--- src/rtl/sys_unit_if.sv ---
// sys_unit_if: syscall request, result write-back and output-FIFO drain
// signals of the system-call unit.
//   slave  : the unit itself (takes the syscall request and out_ready,
//            returns stall/halted/result/display and the FIFO head)
//   master : the core side and the output consumer
interface sys_unit_if #(
  parameter int unsigned WIDTH = 32,
  parameter int unsigned CW    = 2
);
  logic             sys_valid;
  logic [WIDTH-1:0] sys_code;
  logic [WIDTH-1:0] sys_arg;
  logic             stall;
  logic             halted;
  logic [WIDTH-1:0] result;
  logic             result_we;
  logic [WIDTH-1:0] display;
  logic             out_valid;
  logic             out_ready;
  logic [WIDTH-1:0] out_data;
  logic [CW-1:0]    out_chan;

  modport slave (
    input  sys_valid, sys_code, sys_arg, out_ready,
    output stall, halted, result, result_we, display,
           out_valid, out_data, out_chan
  );

  modport master (
    output sys_valid, sys_code, sys_arg, out_ready,
    input  stall, halted, result, result_we, display,
           out_valid, out_data, out_chan
  );
endinterface

--- src/rtl/sys_unit.sv ---
// sys_unit: system-call unit for the MIPS core.
// Decodes the service code ($v0) and argument ($a0) of a syscall:
//   HALT_CODE  - stop the core (sticky until reset)
//   PRINT_CODE - push {channel, arg} into the output FIFO, update display
//   CHAN_CODE  - select the output channel (arg % CHANNELS)
//   CYCLE_CODE - return the free-running cycle counter on result
// Ports:
//   clk, rst_n : clock, asynchronous active-low reset
//   bus        : sys_unit_if.slave (syscall request, stall/halted,
//                result write-back, display, FIFO valid/ready drain)
module sys_unit #(
  parameter int unsigned WIDTH      = 32,
  parameter int unsigned CHANNELS   = 4,
  parameter int unsigned DEPTH      = 8,
  parameter int unsigned HALT_CODE  = 10,
  parameter int unsigned PRINT_CODE = 1,
  parameter int unsigned CHAN_CODE  = 2,
  parameter int unsigned CYCLE_CODE = 30
) (
  input logic     clk,
  input logic     rst_n,
  sys_unit_if.slave bus
);
  localparam int unsigned CW = (CHANNELS > 1) ? $clog2(CHANNELS) : 1;
  localparam int unsigned AW = $clog2(DEPTH);
  localparam int unsigned NW = $clog2(DEPTH + 1);

  typedef enum logic {ST_RUN, ST_HALT} state_t;

  state_t            state, state_nxt;
  logic              act;
  logic              is_halt, is_print, is_chan, is_cycle;
  logic [WIDTH-1:0]  counter;
  logic [WIDTH-1:0]  display_q;
  logic [CW-1:0]     chan;

  logic [CW+WIDTH-1:0] mem [DEPTH];
  logic [CW+WIDTH-1:0] head;
  logic [AW-1:0]       wr_ptr, rd_ptr;
  logic [NW-1:0]       count;
  logic                full, push, pop, fifo_valid;

  assign is_halt  = bus.sys_code == WIDTH'(HALT_CODE);
  assign is_print = bus.sys_code == WIDTH'(PRINT_CODE);
  assign is_chan  = bus.sys_code == WIDTH'(CHAN_CODE);
  assign is_cycle = bus.sys_code == WIDTH'(CYCLE_CODE);

  // Once halted, syscall requests are ignored entirely.
  assign act = bus.sys_valid & (state == ST_RUN);

  always_ff @(posedge clk or negedge rst_n) begin
    if (!rst_n) state <= ST_RUN;
    else        state <= state_nxt;
  end

  always_comb begin
    state_nxt = state;
    if (act && is_halt) state_nxt = ST_HALT;
  end

  always_ff @(posedge clk or negedge rst_n) begin
    if (!rst_n) begin
      counter   <= '0;
      display_q <= '0;
      chan      <= '0;
    end else begin
      if (state == ST_RUN) counter <= counter + WIDTH'(1);
      if (push)            display_q <= bus.sys_arg;
      if (act && is_chan)  chan <= CW'(bus.sys_arg % WIDTH'(CHANNELS));
    end
  end

  // Output FIFO. A pop never frees space for a push in the same cycle, so
  // stall depends only on the registered count, not on out_ready.
  assign full       = count == NW'(DEPTH);
  assign fifo_valid = count != '0;
  assign push       = act & is_print & ~full;
  assign pop        = fifo_valid & bus.out_ready;

  always_ff @(posedge clk or negedge rst_n) begin
    if (!rst_n) begin
      wr_ptr <= '0;
      rd_ptr <= '0;
      count  <= '0;
    end else begin
      if (push) wr_ptr <= wr_ptr + AW'(1);
      if (pop)  rd_ptr <= rd_ptr + AW'(1);
      case ({push, pop})
        2'b10:   count <= count + NW'(1);
        2'b01:   count <= count - NW'(1);
        default: count <= count;
      endcase
    end
  end

  always_ff @(posedge clk) begin
    if (push) mem[wr_ptr] <= {chan, bus.sys_arg};
  end

  assign head = mem[rd_ptr];

  assign bus.stall     = act & is_print & full;
  assign bus.halted    = state == ST_HALT;
  assign bus.result_we = act & is_cycle;
  assign bus.result    = (act & is_cycle) ? counter : '0;
  assign bus.display   = display_q;
  assign bus.out_valid = fifo_valid;
  assign bus.out_data  = head[WIDTH-1:0];
  assign bus.out_chan  = head[CW+WIDTH-1:WIDTH];
endmodule

--- src/flat_wrapper.sv ---
// flat-port wrapper written by rule: the top's interface ports become plain ports
module sys_unit_flat 
#(
  parameter int unsigned WIDTH      = 32,
  parameter int unsigned CHANNELS   = 4,
  parameter int unsigned DEPTH      = 8,
  parameter int unsigned HALT_CODE  = 10,
  parameter int unsigned PRINT_CODE = 1,
  parameter int unsigned CHAN_CODE  = 2,
  parameter int unsigned CYCLE_CODE = 30
)
  (clk, rst_n, bus_sys_valid, bus_sys_code, bus_sys_arg, bus_out_ready, bus_stall, bus_halted, bus_result, bus_result_we, bus_display, bus_out_valid, bus_out_data, bus_out_chan);
  sys_unit_if #(.WIDTH(WIDTH), .CW(2)) bus_i ();
  input logic clk;
  input logic rst_n;
  input wire logic [$bits(bus_i.sys_valid)-1:0] bus_sys_valid;
  input wire logic [$bits(bus_i.sys_code)-1:0] bus_sys_code;
  input wire logic [$bits(bus_i.sys_arg)-1:0] bus_sys_arg;
  input wire logic [$bits(bus_i.out_ready)-1:0] bus_out_ready;
  output wire logic [$bits(bus_i.stall)-1:0] bus_stall;
  output wire logic [$bits(bus_i.halted)-1:0] bus_halted;
  output wire logic [$bits(bus_i.result)-1:0] bus_result;
  output wire logic [$bits(bus_i.result_we)-1:0] bus_result_we;
  output wire logic [$bits(bus_i.display)-1:0] bus_display;
  output wire logic [$bits(bus_i.out_valid)-1:0] bus_out_valid;
  output wire logic [$bits(bus_i.out_data)-1:0] bus_out_data;
  output wire logic [$bits(bus_i.out_chan)-1:0] bus_out_chan;
  assign bus_i.sys_valid = bus_sys_valid;
  assign bus_i.sys_code = bus_sys_code;
  assign bus_i.sys_arg = bus_sys_arg;
  assign bus_i.out_ready = bus_out_ready;
  assign bus_stall = bus_i.stall;
  assign bus_halted = bus_i.halted;
  assign bus_result = bus_i.result;
  assign bus_result_we = bus_i.result_we;
  assign bus_display = bus_i.display;
  assign bus_out_valid = bus_i.out_valid;
  assign bus_out_data = bus_i.out_data;
  assign bus_out_chan = bus_i.out_chan;
  sys_unit #(.WIDTH(WIDTH), .CHANNELS(CHANNELS), .DEPTH(DEPTH), .HALT_CODE(HALT_CODE), .PRINT_CODE(PRINT_CODE), .CHAN_CODE(CHAN_CODE), .CYCLE_CODE(CYCLE_CODE)) u_core (.clk(clk), .rst_n(rst_n), .bus(bus_i));
endmodule
--- config.mk ---
export PLATFORM = sky130hd
export DESIGN_NAME = sys_unit_flat
export DESIGN_NICKNAME = d
export VERILOG_FILES = /design/src/rtl/sys_unit_if.sv /design/src/rtl/sys_unit.sv /design/src/flat_wrapper.sv
export SDC_FILE = /design/constraint.sdc
export NUM_CORES = 1
export LEC_CHECK = 0
export BUFFER_PORTS_ARGS = -buffer_cell sky130_fd_sc_hd__buf_2
export CORE_ASPECT_RATIO = 2
export CORE_MARGIN = 2
export CORE_UTILIZATION = 30
export DETAILED_ROUTE_END_ITERATION = 12
export PLACE_DENSITY = 0.51
export SLEW_MARGIN = 20
export SYNTH_ARGS = -nofsm -noshare
export SYNTH_HDL_FRONTEND = slang
export SYNTH_SLANG_ARGS = --single-unit
--- constraint.sdc ---
create_clock -name clk -period 9.85 [get_ports clk]
set_input_delay 0.4925 -clock clk [delete_from_list [all_inputs] [get_ports clk]]
set_output_delay 0.4925 -clock clk [all_outputs]
set_load 0.02 [all_outputs]
After elaboration in Yosys (flattened, before gate mapping) --
Memory sizes are Yosys's and may differ from the RTL's. Cells that the tools add are included.
Word-level totals: register bits after elaboration 77, output and inout bits 102, RAM bits 272, memories 1
Memories:
- u_core.mem | depth 8, bits a word 34, rd ports 1, clocked after memory_dff 0, wr ports 1, line sys_unit.sv:37 | logic [CW+WIDTH-1:0] mem [DEPTH];
Cells by class: mux-type cells 4, bitwise operators 8, equal/unequal tests 7, reduce and logical (&&, ||, !) cells 4, add/sub/neg operators 5
Operators with widths (count):
- $add A32 B1 Y32 const B | 1
- $eq A32 B1 Y1 const B | 1
- $eq A32 B2 Y1 const B | 1
- $eq A32 B4 Y1 const B | 1
- $eq A32 B5 Y1 const B | 1
- $mux W32 | 1
- $pmux W4 S2 | 1
- $add A3 B1 Y3 const B | 2
- $and A1 B1 Y1 | 6
- $add A4 B1 Y4 const B | 1
- $eq A4 B4 Y1 const B | 1
- $reduce_bool A4 Y1 | 1
- $sub A4 B1 Y4 const B | 1
- $eq A2 B1 Y1 const B | 1
- $eq A2 B2 Y1 const B | 1
- $logic_and A1 B1 Y1 | 2
- $mux W1 | 2
- $not A1 Y1 | 2
- $reduce_bool A2 Y1 | 1

Logic depth before layout (Yosys ltp) --
word-level depth 6, gate-level depth with buffers 11

Worst setup path before layout --
OpenSTA, ideal clock, no wires.
kind register to register, start register u_core.state, in the netlist u_core.bus.halted, end memory u_core.mem[2][0] (netlist name), enable pin, required time 9.328 ns, path slack 3.930 ns, library setup time 0.522 ns, path buffers 1, period minus slack after synthesis 5.920 ns, cell stages (with the launch flop) 7, arrival time 5.398 ns, cell sequence dfrtp_1 buf_2 nor4b_2 nand4_1 nor4_4 inv_2 nor4b_1
Between the ends: cells in the longest elaborated chain, start to end 6
Ends and longest elaborated chain:
- from (decl) | line sys_unit.sv:30 | state_t state, state_nxt;
- from (signal assigned) | line sys_unit.sv:53 | else state <= state_nxt;
- $not A1 Y1 | line sys_unit.sv:49 | assign act = bus.sys_valid & (state == ST_RUN);
- $and A1 B1 Y1 | line sys_unit.sv:49
- $and A1 B1 Y1 (2 in a row) | line sys_unit.sv:77 | assign push = act & is_print & ~full;
- $mux W1 | line sys_unit.sv:97 | if (push) mem[wr_ptr] <= {chan, bus.sys_arg};
- $mux W1 (implied by the code) | line sys_unit.sv:97
- to (decl) | line sys_unit.sv:37
No other way between the ends.

Final worst setup path --
start register u_core.state, in the netlist u_core.bus.halted, end memory u_core.mem[5][32] (netlist name), enable pin
The elaborated chain is that of the path after synthesis.

==> metrics.csv <==
stage,metric,value,unit
global_routing,grt.total_usage,0.135,
pwr,power_density,233,nW/um^2
global_routing,grt_remaining_overflow,0,
detailed_routing,drc_errors,0,
timing,slew_violations,0,
global_routing,antenna_found_initial,1,
worst_setup_path,rr_worst_depth,7,
die,row_count,111,
clocking,cts_resized,0,
worst_setup_path,end_kind,flip-flop,
finish,final_cell_mix,"272 x edfxtp_1, 168 x buf_2, 74 x dfrtp_1",
outcome,status,"finished, final reports clean",
worst_setup_path,crit_required,10.01,ns
detailed_routing,wire_per_inst,21.3,um
pwr,fin_total_pwr,3.87,mW
worst_setup_path,critPathKind,reg -> reg,
detailed_routing,vias,7171,
clocking,htree_levels,2,
timing,setup_ws,5.68,ns
die,fp.dieW,156,um
timing,hold_viol_final,0,
die,fp.coreArea,45700,um^2
die,die_h,308,um
worst_setup_path,cp_max_fo,31,
finish,syn2layout_area_growth,20.0,%
finish,layout.cells.most_common,edfxtp_1,
die,start_util,0.303,
worst_setup_path,worst_setup_path_start_kind,flip-flop,
synth,synthesis.area,13900,um^2
timing,skew,0.0191,ns
finish,post-route-util,0.364,
pwr,power.leakage,6.17,nW
die,ios,170,
place,place_hpwl,20.3,mm
synth,ys_seq_area_frac,0.729,
synth,avgSynthCellArea,19.5,um^2
detailed_routing,detailedRoute.firstIterationViolations,298,
clocking,cts_buffers,34,
clocking,clock_latency,0.53,ns
detailed_routing,drt-vias-per-instance,4.78,
synth,synthesis.nets,786,
global_routing,grt_max_degree,52,
timing,setup_viol,0,
detailed_routing,first_pass_iters,5,
job,maxCapViolCount,0,
detailed_routing,totalWireLength,32.0,mm
finish,drive_gt1_frac,0.424,
timing,relSlewSlack,0.388,
timing,rsz0062_at_grt,false,
synth,yosys.cell_types.count,37,
detailed_routing,postRouteAntennaNets,0,
clocking,clkSlewWorstSetupHoldPaths,0.06,ns
finish,antenna_cells,0,
finish,final_nets,983,
place,place.gp.congestion,0.742,
synth,ys_seq_elements,349,
hold_path,hp-class,in -> reg,
synth,syn_inst,711,
die,die_area,48000,um^2
pwr,ir_worst_vdd,0.000141,V
clocking,cts_setup_buffers,0,
worst_setup_path,crit_arrival,4.32,ns
timing,post-route-min-period,4.17,ns
hold_path,min_path_cells,1,
place,portBuffers,169,
timing,tightestPinTransition,0.910,ns
synth,yosysWarningCount,0,
clocking,clockRootBuffer,clkbuf_16,
clocking,cts_tree,yes,
timing,hold_ws,0.250,ns
timing,max_freq,240,MHz
timing,fin_setup_tns,0,ns
global_routing,grt_pass1_vias,7809,
clocking,cts_sinks,349,
clocking,cts_buffer_depth,3,
timing,final.period_utilization,0.423,
place,pre_cts_slack,5.38,ns
global_routing,grt_pass1_wl,48.5,mm
## repair_timing
item                       4_1_cts  5_1_grt
hold endpoints to repair        33        0
hold buffers                     1        0
setup endpoints to repair        0        0
## per-layer routing
metal  GRT usage  vias up  part of all wire
li1            -     3215                 -
met1       0.154     3751              0.38
met2       0.252      159              0.55
met3      0.0243       44             0.045
met4      0.0467        2             0.028
met5           0        -           0.00041
## sequential cells by signal, summed over array words and instances, names as in the netlist
signal,cells
u_core.chan,2
u_core.counter,32
u_core.bus.halted,1
u_core.rd_ptr,3
u_core.bus.display,32
u_core.mem,272
u_core.wr_ptr,3
u_core.count,4
## cells in the mapped netlist, drive strengths merged
master	count	area share
nor4b	5	0.0036
mux4	68	0.11
nand4b	4	0.0025
xnor2	31	0.020
a21o	2	0.0011
edfxtp	272	0.59
or4	3	0.0016
nand4	16	0.0072
inv	11	0.0030
dfrtp	77	0.14
nor2b	1	0.00045
nor4	14	0.0079
xor2	7	0.0044
nand2	15	0.0041
fa	1	0.0014
o21ai	1	0.00036
mux2i	2	0.0014
or4b	1	0.00072
buf	9	0.0035
a21oi	1	0.00036
clkbuf	20	0.0054
nor3	10	0.0036
nor2	9	0.0024
nand3	16	0.0058
nand2b	1	0.00045
or3	1	0.00045
ha	6	0.0054
and2	32	0.014
and3	4	0.0018
mux2	71	0.058
## critical path: stages, from the launching register on
cell	delay, ns
dfrtp_1	0.49
nor4b_2	0.34
nand4_1	0.27
nor4_4	0.78
buf_4	0.57
inv_2	0.22
nor4b_2	0.50
buf_4	0.59
## worst paths after layout
path                                          endpoint  slack, ns               start
worst max-delay path                 u_core.mem[5][32]       5.68   u_core.bus.halted
worst min-delay path                 u_core.mem[4][31]       0.25     bus_sys_arg[31]
worst max register to register       u_core.mem[5][32]       5.68   u_core.bus.halted
worst min register to register      u_core.counter[31]       0.48  u_core.counter[31]
max in group asynchronous       u_core.bus.display[18]       8.31               rst_n
min in group asynchronous        u_core.bus.display[3]       0.50               rst_n
## stage by stage
step           instance area, um^2  std cells
6_report                     16600       1499
5_1_grt                      16600       1499
3_5_place_dp                 15500       1436
4_1_cts                      16600       1499
3_3_place_gp                 15500       1436
2_1_floorplan                13900        711
## power by group
| group | switching [mW] | leakage, nW | internal (mW) |
|---|---|---|---|
| registers | 0.0948 | 3.52 | 1.60 |
| clock network | 0.557 | 0.542 | 0.735 |
| logic | 0.439 | 2.10 | 0.436 |
| total | 1.09 | 6.17 | 2.78 |
## kinds of logic after synthesis
| logic type | Yosys count | share of synthesized area |
|---|---|---|
| compound gates | 4 | 0.00181 |
| flops | 349 | 0.729 |
| buf+inv | 40 | 0.0119 |
| fa+ha+maj | 7 | 0.00686 |
| simple gates | 132 | 0.0571 |
| mux | 141 | 0.170 |
| xor+xnor | 38 | 0.0240 |
## area by class of cell
class                           instances  area, um^2
Sequential cell                       349       10100
Multi-Input combinational cell        322        3650
Clock buffer                           45         943
Clock inverter                         17         163
Timing Repair Buffer                  190        1010
Tap cell                              565         707
Fill cell                            4266       29100
Inverter                               11        41.3
No activity file was read; power rests on OpenSTA's default activity.
